==> config.mk <==
export PLATFORM = sky130hd
export DESIGN_NAME = ps2_key_event_ctrl
export DESIGN_NICKNAME = d
export VERILOG_FILES = /design/src/rtl/ps2_key_event_ctrl.sv
export SDC_FILE = /design/constraint.sdc
export NUM_CORES = 1
export LEC_CHECK = 0
export ABC_CLOCK_PERIOD_IN_PS = 8050
export BUFFER_PORTS_ARGS = -buffer_cell sky130_fd_sc_hd__buf_4
export CORE_MARGIN = 2
export CORE_UTILIZATION = 64
export CTS_CLUSTER_DIAMETER = 60
export CTS_CLUSTER_SIZE = 16
export DETAILED_ROUTE_END_ITERATION = 8
export GPL_TIMING_DRIVEN = 0
export PLACE_DENSITY = 0.91
export SLEW_MARGIN = 15
export SYNTH_ARGS = -nofsm -noshare
export SYNTH_HDL_FRONTEND = slang
export SYNTH_SLANG_ARGS = --single-unit
==> constraint.sdc <==
create_clock -name clk -period 8.05 [get_ports clk]
set_clock_uncertainty 0.15 [all_clocks]
set_input_delay 0.4025 -clock clk [delete_from_list [all_inputs] [get_ports clk]]
set_output_delay 0.4025 -clock clk [all_outputs]
set_load 0.1 [all_outputs]
==> src/rtl/ps2_key_event_ctrl.sv <==
`default_nettype none
// ============================================================================
// Module      : ps2_key_event_ctrl
// Description : Turns the raw PS/2 scan-code byte stream (set 2) into
//               key press/release events held in a first-word-fall-through
//               event FIFO.
//               E0 prefixes mark extended keys, F0 marks a release, the
//               8-byte Pause sequence (E1 ...) is swallowed, and the
//               E0 12 / E0 59 "fake shift" codes are discarded.
//
// Ports       : clk        - sole clock, all logic on posedge
//               reset      - synchronous, active-high
//               scan_code  - received byte, qualified by new_data
//               new_data   - one-cycle strobe per received byte
//               evt_valid  - FIFO head holds an event
//               evt_ready  - consumer pops head when evt_valid & evt_ready
//               evt_code   - key code of head event (0 when empty)
//               evt_ext    - head event was E0-prefixed (0 when empty)
//               evt_break  - head event is a release (0 when empty)
//               evt_count  - FIFO occupancy
//               overflow   - sticky: an event was dropped on a full FIFO
//
// Options     : PS2_TYPEMATIC_FILTER_EN - when defined, a held-key bitmap
//               suppresses typematic repeat presses of keys already down.
//
// Revision    : 1.0 - initial release
// ============================================================================
module ps2_key_event_ctrl #(
    parameter int FIFO_DEPTH = 8
) (
    input  logic                          clk,
    input  logic                          reset,
    input  logic [7:0]                    scan_code,
    input  logic                          new_data,
    output logic                          evt_valid,
    input  logic                          evt_ready,
    output logic [7:0]                    evt_code,
    output logic                          evt_ext,
    output logic                          evt_break,
    output logic [$clog2(FIFO_DEPTH):0]   evt_count,
    output logic                          overflow
);

    localparam int c_AW = $clog2(FIFO_DEPTH);
    localparam int c_CW = c_AW + 1;
    localparam logic [c_CW-1:0] c_FULL = c_CW'(FIFO_DEPTH);

    typedef enum logic [2:0] {
        S_IDLE    = 3'd0,
        S_EXT     = 3'd1,
        S_BRK     = 3'd2,
        S_EXT_BRK = 3'd3,
        S_SKIP    = 3'd4
    } state_t;

    // ------------------------------------------------------------------
    // Decoder state
    // ------------------------------------------------------------------
    state_t     state_q, state_d;
    logic [2:0] skip_q, skip_d;
    logic       push_q;
    logic [7:0] push_code_q;
    logic       push_ext_q;
    logic       push_brk_q;

    logic       w_emit;
    logic       w_ext;
    logic       w_brk;
    logic       w_drop;

    function automatic logic is_prefix(input logic [7:0] b);
        return (b == 8'hE0) || (b == 8'hE1) || (b == 8'hF0);
    endfunction

    function automatic logic is_fake_shift(input logic [7:0] b);
        return (b == 8'h12) || (b == 8'h59);
    endfunction

    always_comb begin
        state_d = state_q;
        skip_d  = skip_q;
        w_emit  = 1'b0;
        w_ext   = 1'b0;
        w_brk   = 1'b0;
        if (new_data) begin
            case (state_q)
                S_IDLE: begin
                    if (scan_code == 8'hE0) begin
                        state_d = S_EXT;
                    end else if (scan_code == 8'hF0) begin
                        state_d = S_BRK;
                    end else if (scan_code == 8'hE1) begin
                        state_d = S_SKIP;
                        skip_d  = 3'd7;
                    end else if (scan_code == 8'h00 || scan_code == 8'hAA ||
                                 scan_code == 8'hEE || scan_code == 8'hFA ||
                                 scan_code == 8'hFE || scan_code == 8'hFF) begin
                        // Controller/keyboard status bytes, not keys.
                        state_d = S_IDLE;
                    end else begin
                        w_emit = 1'b1;
                    end
                end
                S_EXT: begin
                    state_d = S_IDLE;
                    if (scan_code == 8'hF0) begin
                        state_d = S_EXT_BRK;
                    end else if (!is_fake_shift(scan_code) && !is_prefix(scan_code)) begin
                        w_emit = 1'b1;
                        w_ext  = 1'b1;
                    end
                end
                S_BRK: begin
                    state_d = S_IDLE;
                    if (!is_prefix(scan_code)) begin
                        w_emit = 1'b1;
                        w_brk  = 1'b1;
                    end
                end
                S_EXT_BRK: begin
                    state_d = S_IDLE;
                    if (!is_fake_shift(scan_code) && !is_prefix(scan_code)) begin
                        w_emit = 1'b1;
                        w_ext  = 1'b1;
                        w_brk  = 1'b1;
                    end
                end
                S_SKIP: begin
                    // Counter loaded with 7 on E1: the 7 trailing Pause bytes
                    // are consumed, returning to IDLE as it reaches zero.
                    skip_d = skip_q - 3'd1;
                    if (skip_q <= 3'd1) begin
                        state_d = S_IDLE;
                        skip_d  = 3'd0;
                    end
                end
                default: begin
                    state_d = S_IDLE;
                    skip_d  = 3'd0;
                end
            endcase
        end
    end

`ifdef PS2_TYPEMATIC_FILTER_EN
    // One bit per {ext, code}: set while the key is held down.
    logic [511:0] held_q;
    assign w_drop = w_emit && !w_brk && held_q[{w_ext, scan_code}];
`else
    assign w_drop = 1'b0;
`endif

    always_ff @(posedge clk) begin
        if (reset) begin
            state_q     <= S_IDLE;
            skip_q      <= 3'd0;
            push_q      <= 1'b0;
            push_code_q <= 8'h00;
            push_ext_q  <= 1'b0;
            push_brk_q  <= 1'b0;
`ifdef PS2_TYPEMATIC_FILTER_EN
            held_q      <= '0;
`endif
        end else begin
            state_q     <= state_d;
            skip_q      <= skip_d;
            // Decoded event is pushed into the FIFO on the following cycle.
            push_q      <= w_emit && !w_drop;
            push_code_q <= scan_code;
            push_ext_q  <= w_ext;
            push_brk_q  <= w_brk;
`ifdef PS2_TYPEMATIC_FILTER_EN
            if (w_emit) begin
                held_q[{w_ext, scan_code}] <= !w_brk;
            end
`endif
        end
    end

    // ------------------------------------------------------------------
    // Event FIFO (first-word-fall-through)
    // ------------------------------------------------------------------
    logic [9:0]      mem_q [FIFO_DEPTH];
    logic [c_AW-1:0] wr_ptr_q;
    logic [c_AW-1:0] rd_ptr_q;
    logic [c_CW-1:0] count_q;
    logic            overflow_q;

    logic            w_full;
    logic            w_pop;
    logic            w_wr;
    logic [9:0]      w_head;

    assign w_full = (count_q == c_FULL);
    assign w_pop  = (count_q != '0) && evt_ready;
    // A push into a full FIFO is still accepted when a pop frees a slot.
    assign w_wr   = push_q && (!w_full || w_pop);

    always_ff @(posedge clk) begin
        if (w_wr) begin
            mem_q[wr_ptr_q] <= {push_code_q, push_ext_q, push_brk_q};
        end
    end

    always_ff @(posedge clk) begin
        if (reset) begin
            wr_ptr_q   <= '0;
            rd_ptr_q   <= '0;
            count_q    <= '0;
            overflow_q <= 1'b0;
        end else begin
            if (w_wr) begin
                wr_ptr_q <= wr_ptr_q + c_AW'(1);
            end
            if (w_pop) begin
                rd_ptr_q <= rd_ptr_q + c_AW'(1);
            end
            case ({w_wr, w_pop})
                2'b10:   count_q <= count_q + c_CW'(1);
                2'b01:   count_q <= count_q - c_CW'(1);
                default: count_q <= count_q;
            endcase
            if (push_q && !w_wr) begin
                overflow_q <= 1'b1;
            end
        end
    end

    assign w_head    = mem_q[rd_ptr_q];
    assign evt_valid = (count_q != '0);
    assign evt_code  = evt_valid ? w_head[9:2] : 8'h00;
    assign evt_ext   = evt_valid ? w_head[1]   : 1'b0;
    assign evt_break = evt_valid ? w_head[0]   : 1'b0;
    assign evt_count = count_q;
    assign overflow  = overflow_q;

endmodule
`default_nettype wire

======== After elaboration in Yosys (flattened, before gate mapping) ========
Memory sizes are Yosys's and may differ from the RTL's. A register that Yosys moved wholly into a read port is not among the register bits.
Index checks and enable logic that the tools add are counted.
W data, S select, Z words.
cells by class
  add/subtract/negate cells ............... 5
  order comparisons ....................... 1
  eq/ne operators ......................... 22
  multiplexer cells ....................... 30
  bitwise operators ....................... 2
  reductions and logical operators ........ 25
operators by type and width
  cell                   number
  $eq A8 B8 Y1 const B   8
  $mux W3                11
  $pmux W3 S3            2
  $mux W1                11
  $logic_or A1 B1 Y1     9
  $eq A8 B5 Y1 const B   1
  $eq A8 B7 Y1 const B   1
  $logic_not A8 Y1       1
  $mux W8                1
  $ne A2 B2 Y1 const B   4
  $pmux W4 S2            1
  $add A3 B1 Y3 const B  2
  $eq A3 B2 Y1 const B   2
  $ne A5 B5 Y1 const B   1
  $reduce_and A5 Y1      1
  $add A4 B1 Y4 const B  1
  $eq A4 B4 Y1 const B   1
  $logic_and A1 B1 Y1    4
  $logic_not A1 Y1       4
  $pmux W1 S2            2
  $pmux W1 S4            1
  $reduce_bool A4 Y1     1
  $sub A4 B1 Y4 const B  1
  $eq A3 B1 Y1 const B   1
  other kinds (12)       13
storage, ports and cells
  register bits after elaboration ......... 28
  RAM bits ................................ 80
  input bits .............................. 12
  output and inout bits ................... 16
  word-level logic and storage cells ...... 96
  memories ................................ 1
memories
  memory  words  bits a word  rd ports  clocked after memory_dff  write ports  RTL line  source
  mem_q   8      10           1         1                         1            183       logic [9:0] mem_q [FIFO_DEPTH];

======== Longest topological paths before layout ========
  word-level depth ........................ 11
  depth in mapped cells ................... 12
  gate-level depth less buffers ........... 11

======== Worst setup path after synthesis ========
OpenSTA, ideal clock, no wires.
  path type ............................... register -> register
  start ................................... register count_q[0], in the netlist evt_count[0]
  end ..................................... register count_q[3], in the netlist evt_count[3]
  library setup time ...................... 0.123 ns
  arrival ................................. 3.337 ns
  data required time ...................... 7.777 ns
  slack ................................... 4.439 ns
  stages on the path, launching flop included .. 12
  buffers on the path ..................... 1
  clock period less this slack ............ 3.611 ns
  cells stage by stage .................... dfxtp_1 -> or3_4 -> nor2_4 -> inv_2 -> and2_4 -> buf_6 -> ha_1 -> ha_1 -> a21o_1 -> a21oi_1 -> mux2i_1 -> mux2_1
between the ends
  word-level cells in the longest chain between the ends .. 6
  elaborated cells on any way between the ends .. 12
  those cells by class .................... add/sub: 2; eq/ne: 3; mux: 1; reduce/logical: 6
ends and longest elaborated chain
  item                                               RTL line  source
  start: declaration                                 186       logic [c_CW-1:0] count_q;
  start signal: assignment                           219       2'b10: count_q <= count_q + c_CW'(1);
  start signal: assignment                           220       2'b01: count_q <= count_q - c_CW'(1);
  start signal: assignment                           221       default: count_q <= count_q;
  $reduce_bool A4 Y1 (*)                             n/a
  via evt_valid                                      35        output logic evt_valid,
  $logic_and A1 B1 Y1 (*)                            195       assign w_pop = (count_q != '0) && evt_ready;
  $logic_or A1 B1 Y1                                 197       assign w_wr = push_q && (!w_full || w_pop);
  $logic_and A1 B1 Y1                                197
  $eq A2 B1 Y1 or $eq A2 B2 Y1 (tied branches)       218       case ({w_wr, w_pop})
  $pmux W4 S2 or $reduce_bool A2 Y1 (tied branches)  n/a
The timed path passes the listed nets; every way through them passes the cells marked *.
A chain may end at the register's enable or synchronous reset.

======== Worst setup path after layout ========
  start ................................... register count_q[0], in the netlist evt_count[0]
  end ..................................... register count_q[3], in the netlist evt_count[3]
between the ends
  word-level cells in the longest chain between the ends .. 6
  elaborated cells on any way between the ends .. 12
  those cells by class .................... add/sub: 2; eq/ne: 3; mux: 1; reduce/logical: 6
ends and longest elaborated chain
  item                                                     RTL line
  $eq A4 B4 Y1 or $reduce_bool A4 Y1 (tied branches)       194, 195
  $logic_not A1 Y1 or $logic_and A1 B1 Y1 (tied branches)  197, 195
  $logic_or A1 B1 Y1                                       197
  $logic_and A1 B1 Y1                                      197
  $eq A2 B1 Y1 or $eq A2 B2 Y1 (tied branches)             218
  $pmux W4 S2 or $reduce_bool A2 Y1 (tied branches)        n/a
Several ways; a longest one is shown, not always the timed one.

==> impl_metrics.env <==
export IMPL_period_share_pct=36.0
export IMPL_grt_max_degree=20
export IMPL_fin_tns_setup_ns=0
export IMPL_holdWs_ns=0.145
export IMPL_ff2ff_setup_slack_ns=5.15
export IMPL_routed_wl_um=8340
export IMPL_synthTopCellsByArea="edfxtp_1 (52%), dfxtp_1 (14%), mux4_2 (9.8%)"
export IMPL_fillers=448
export IMPL_cts_resized=0
export IMPL_seqCellArea_sq_um=3020
export IMPL_synthCells=298
export IMPL_synth_ff_type="edfxtp_1"
export IMPL_rows=30
export IMPL_hpwl_um=5740
export IMPL_endpoint="evt_count[3]"
export IMPL_crit_path_end_kind="flop"
export IMPL_finalPower_mw=1.64
export IMPL_p_leak_nw=1.77
export IMPL_synth_edff_count=80
export IMPL_swShare_pct=43.1
export IMPL_critPathMaxFanout=5
export IMPL_cp_required_ns=8.15
export IMPL_tritoncts_num_buffers=9
export IMPL_drt_vias_per_instance=6.08
export IMPL_final_cells=437
export IMPL_tightest_slew_ns=1.20
export IMPL_yosysMostFrequentCell="edfxtp_1"
export IMPL_hold_buffers=0
export IMPL_design_die_area_sq_um=7850
export IMPL_ys_top_cells_by_count="edfxtp_1 (80), nor2_1 (37), dfxtp_1 (31), mux4_2 (20), mux2i_1 (14)"
export IMPL_vias=2659
export IMPL_fmax_mhz=345
export IMPL_initial_core_util_pct=66.7
export IMPL_antenna_found_initial=0
export IMPL_setup_viol=0
export IMPL_maxCapViolCount=0
export IMPL_synth_largest_area_cell="edfxtp_1"
export IMPL_synth_distinct_cells=48
export IMPL_r2r_start="evt_count[0]"
export IMPL_post_cts_buffers=0
export IMPL_pwr_share_seq_pct=39.8
export IMPL_grt_pass1_vias=2541
export IMPL_crit_type="flop to flop"
export IMPL_die_y_um=88.6
export IMPL_ir_worst_vdd_uv=275
export IMPL_worstPathArrival_ns=3.01
export IMPL_clkPwrFrac_pct=18.2
export IMPL_start_kind="flop"
export IMPL_power_density_nw_per_um2=322
export IMPL_cts_root_buffer="clkbuf_8"
export IMPL_rr_worst_depth=11
export IMPL_slew_headroom_pct=19.6
export IMPL_n_antenna_cell=0
export IMPL_p_comb_share_pct=42.0
export IMPL_chipWidth_um=88.6
export IMPL_grt_first_pass_wirelength_um=12700
export IMPL_track_usage_pct=22.6
export IMPL_synth_top_cell_area_share_pct=52.4
export IMPL_startpoint="evt_count[0]"
export IMPL_cts_clk_slew_worst_paths_ns=0.10
export IMPL_drc=0
export IMPL_firstDrtPassIters=5
export IMPL_yosys_warnings=0
export IMPL_syn2layout_area_growth_pct=11.2
export IMPL_coreArea_sq_um=6870
export IMPL_cts_tree="built"
export IMPL_ys_seq_area_share_pct=66.0
export IMPL_htreeDepth=3
export IMPL_clk_insertion_delay_late_ns=0.36
export IMPL_place_congestion=0.868
export IMPL_slew_viol_final=0
export IMPL_netSwitchingPower_mw=0.707
export IMPL_syn_area_sq_um=4580
export IMPL_overflow=0
export IMPL_ant_nets=0
export IMPL_rsz0062_at_grt="no"
export IMPL_final_layout_size_suffix_gt1_share_pct=23.5
export IMPL_io_pins=28
export IMPL_hold_path_class="input port to flop"
export IMPL_finalCriticalPeriod_ns=2.90
export IMPL_port_buffers=25
export IMPL_drt_initial_drc_count=314
export IMPL_async_flop_share_pct=0
export IMPL_nets=356
export IMPL_outcome="completed"
export IMPL_synth_seq_cells=111
export IMPL_clock_sinks=111
export IMPL_timing_rr_end="evt_count[3]"
export IMPL_syn_num_nets=318
export IMPL_hold_viol_final=0
export IMPL_multi_input_area_sq_um=1460
export IMPL_cts_path_max_buffers=2
export IMPL_internal_power_mw=0.936
export IMPL_syn_area_per_cell_sq_um=15.4
export IMPL_routedWlPerCell_um=19.1
export IMPL_dp_cells=421
## critical path, cell delays in order, from the launching register on
cell     delay, ns
dfxtp_1       0.37
or3_4         0.45
nor2_4        0.11
inv_2         0.05
and2_4        0.15
buf_6         0.12
ha_1          0.22
ha_1          0.28
a21o_1        0.17
a21oi_1       0.17
mux2i_1       0.21
mux2_1        0.34
## worst min path at each step
| stage | cells after the start | slack [ns] | startpoint | to |
|---|---|---|---|---|
| after floorplan | 2 | 0.31 | wr_ptr_q[0] | wr_ptr_q[0] |
| after global placement | 2 | 0.32 | overflow | overflow |
| after detailed placement | 2 | 0.33 | overflow | overflow |
| after CTS | 2 | 0.14 | scan_code[7] | push_code_q[7] |
| after global routing | 2 | 0.16 | scan_code[6] | push_code_q[6] |
| final | 2 | 0.15 | scan_code[7] | push_code_q[7] |
## kinds of logic (layout without fill, tap and decap cells)
| logic type | count (synthesis) | count (layout) | share of synthesized area (%) |
|---|---|---|---|
| adder cells (fa/ha/maj) | 8 | 8 | 2.35 |
| multiplexers | 35 | 35 | 13.1 |
| flip-flops | 111 | 111 | 66.0 |
| AND/OR/NAND/NOR | 83 | 83 | 9.86 |
| buffers and inverters | 25 | 68 | 2.48 |
| XOR/XNOR | 5 | 5 | 1.12 |
| AO/OA/AOI/OAI | 31 | 31 | 5.10 |
## per-stage QoR
step	util [%]	setup slack (ns)	instance area, sq um
after floorplan	-	4.44	4580
after global placement	71.2	5.12	4890
after detailed placement	71.6	5.13	4920
after CTS	74.2	5.12	5100
after global routing	74.2	5.02	5100
final	74.2	5.15	5100
## layer usage
| layer | share of wire [%] | up-vias | track usage (%) |
|---|---|---|---|
| met1 | 41 | 1313 | 29.6 |
| met5 | 0 | - | 0 |
| met4 | 1.5 | 0 | 8.68 |
| met3 | 5.9 | 14 | 3.54 |
| met2 | 52 | 120 | 38.5 |
| li1 | - | 1212 | - |
## final cells by class
type	instances	share of cell area, %
sequential	111	59.3
clock inverter	7	1.10
multi-input combinational	162	28.6
clock buffer	9	2.43
tap	96	2.36
buffer	16	1.57
timing repair buffer	27	3.98
inverter	9	0.663
## power groups by stage
| stage | registers [mW] | logic, mW | clock network [mW] |
|---|---|---|---|
| floorplan | 0.717 | 0.507 | 0 |
| global placement | 0.665 | 0.678 | 0 |
| detailed placement | 0.668 | 0.697 | 0 |
| CTS | 0.654 | 0.697 | 0.302 |
| global route | 0.658 | 0.726 | 0.323 |
| finish | 0.654 | 0.690 | 0.299 |
## registers in the layout, indices dropped and copies added (netlist names), named ones only
| signal | count |
|---|---|
| push_code_q | 8 |
| overflow | 1 |
| evt_count | 4 |
| skip_q | 3 |
| mem_q | 80 |
| push_ext_q | 1 |
| push_brk_q | 1 |
| push_q | 1 |
| wr_ptr_q | 3 |
| rd_ptr_q | 3 |
| state_q | 3 |
## layout by cell type (no fill, tap or decap), drive strengths merged, types with 3 or more instances in the layout
cell      count
nor3          3
clkbuf       18
and3          3
mux2i        14
nand2         4
mux4         20
nor2         38
o211ai        4
a21oi         7
nor4b         5
clkinvlp      3
o21ai         5
nor4          3
xor2          4
buf          34
nand3         3
nor2b        10
inv          11
edfxtp       80
ha            7
nand2b        5
dfxtp        31
(Power assumes the default switching activity.)
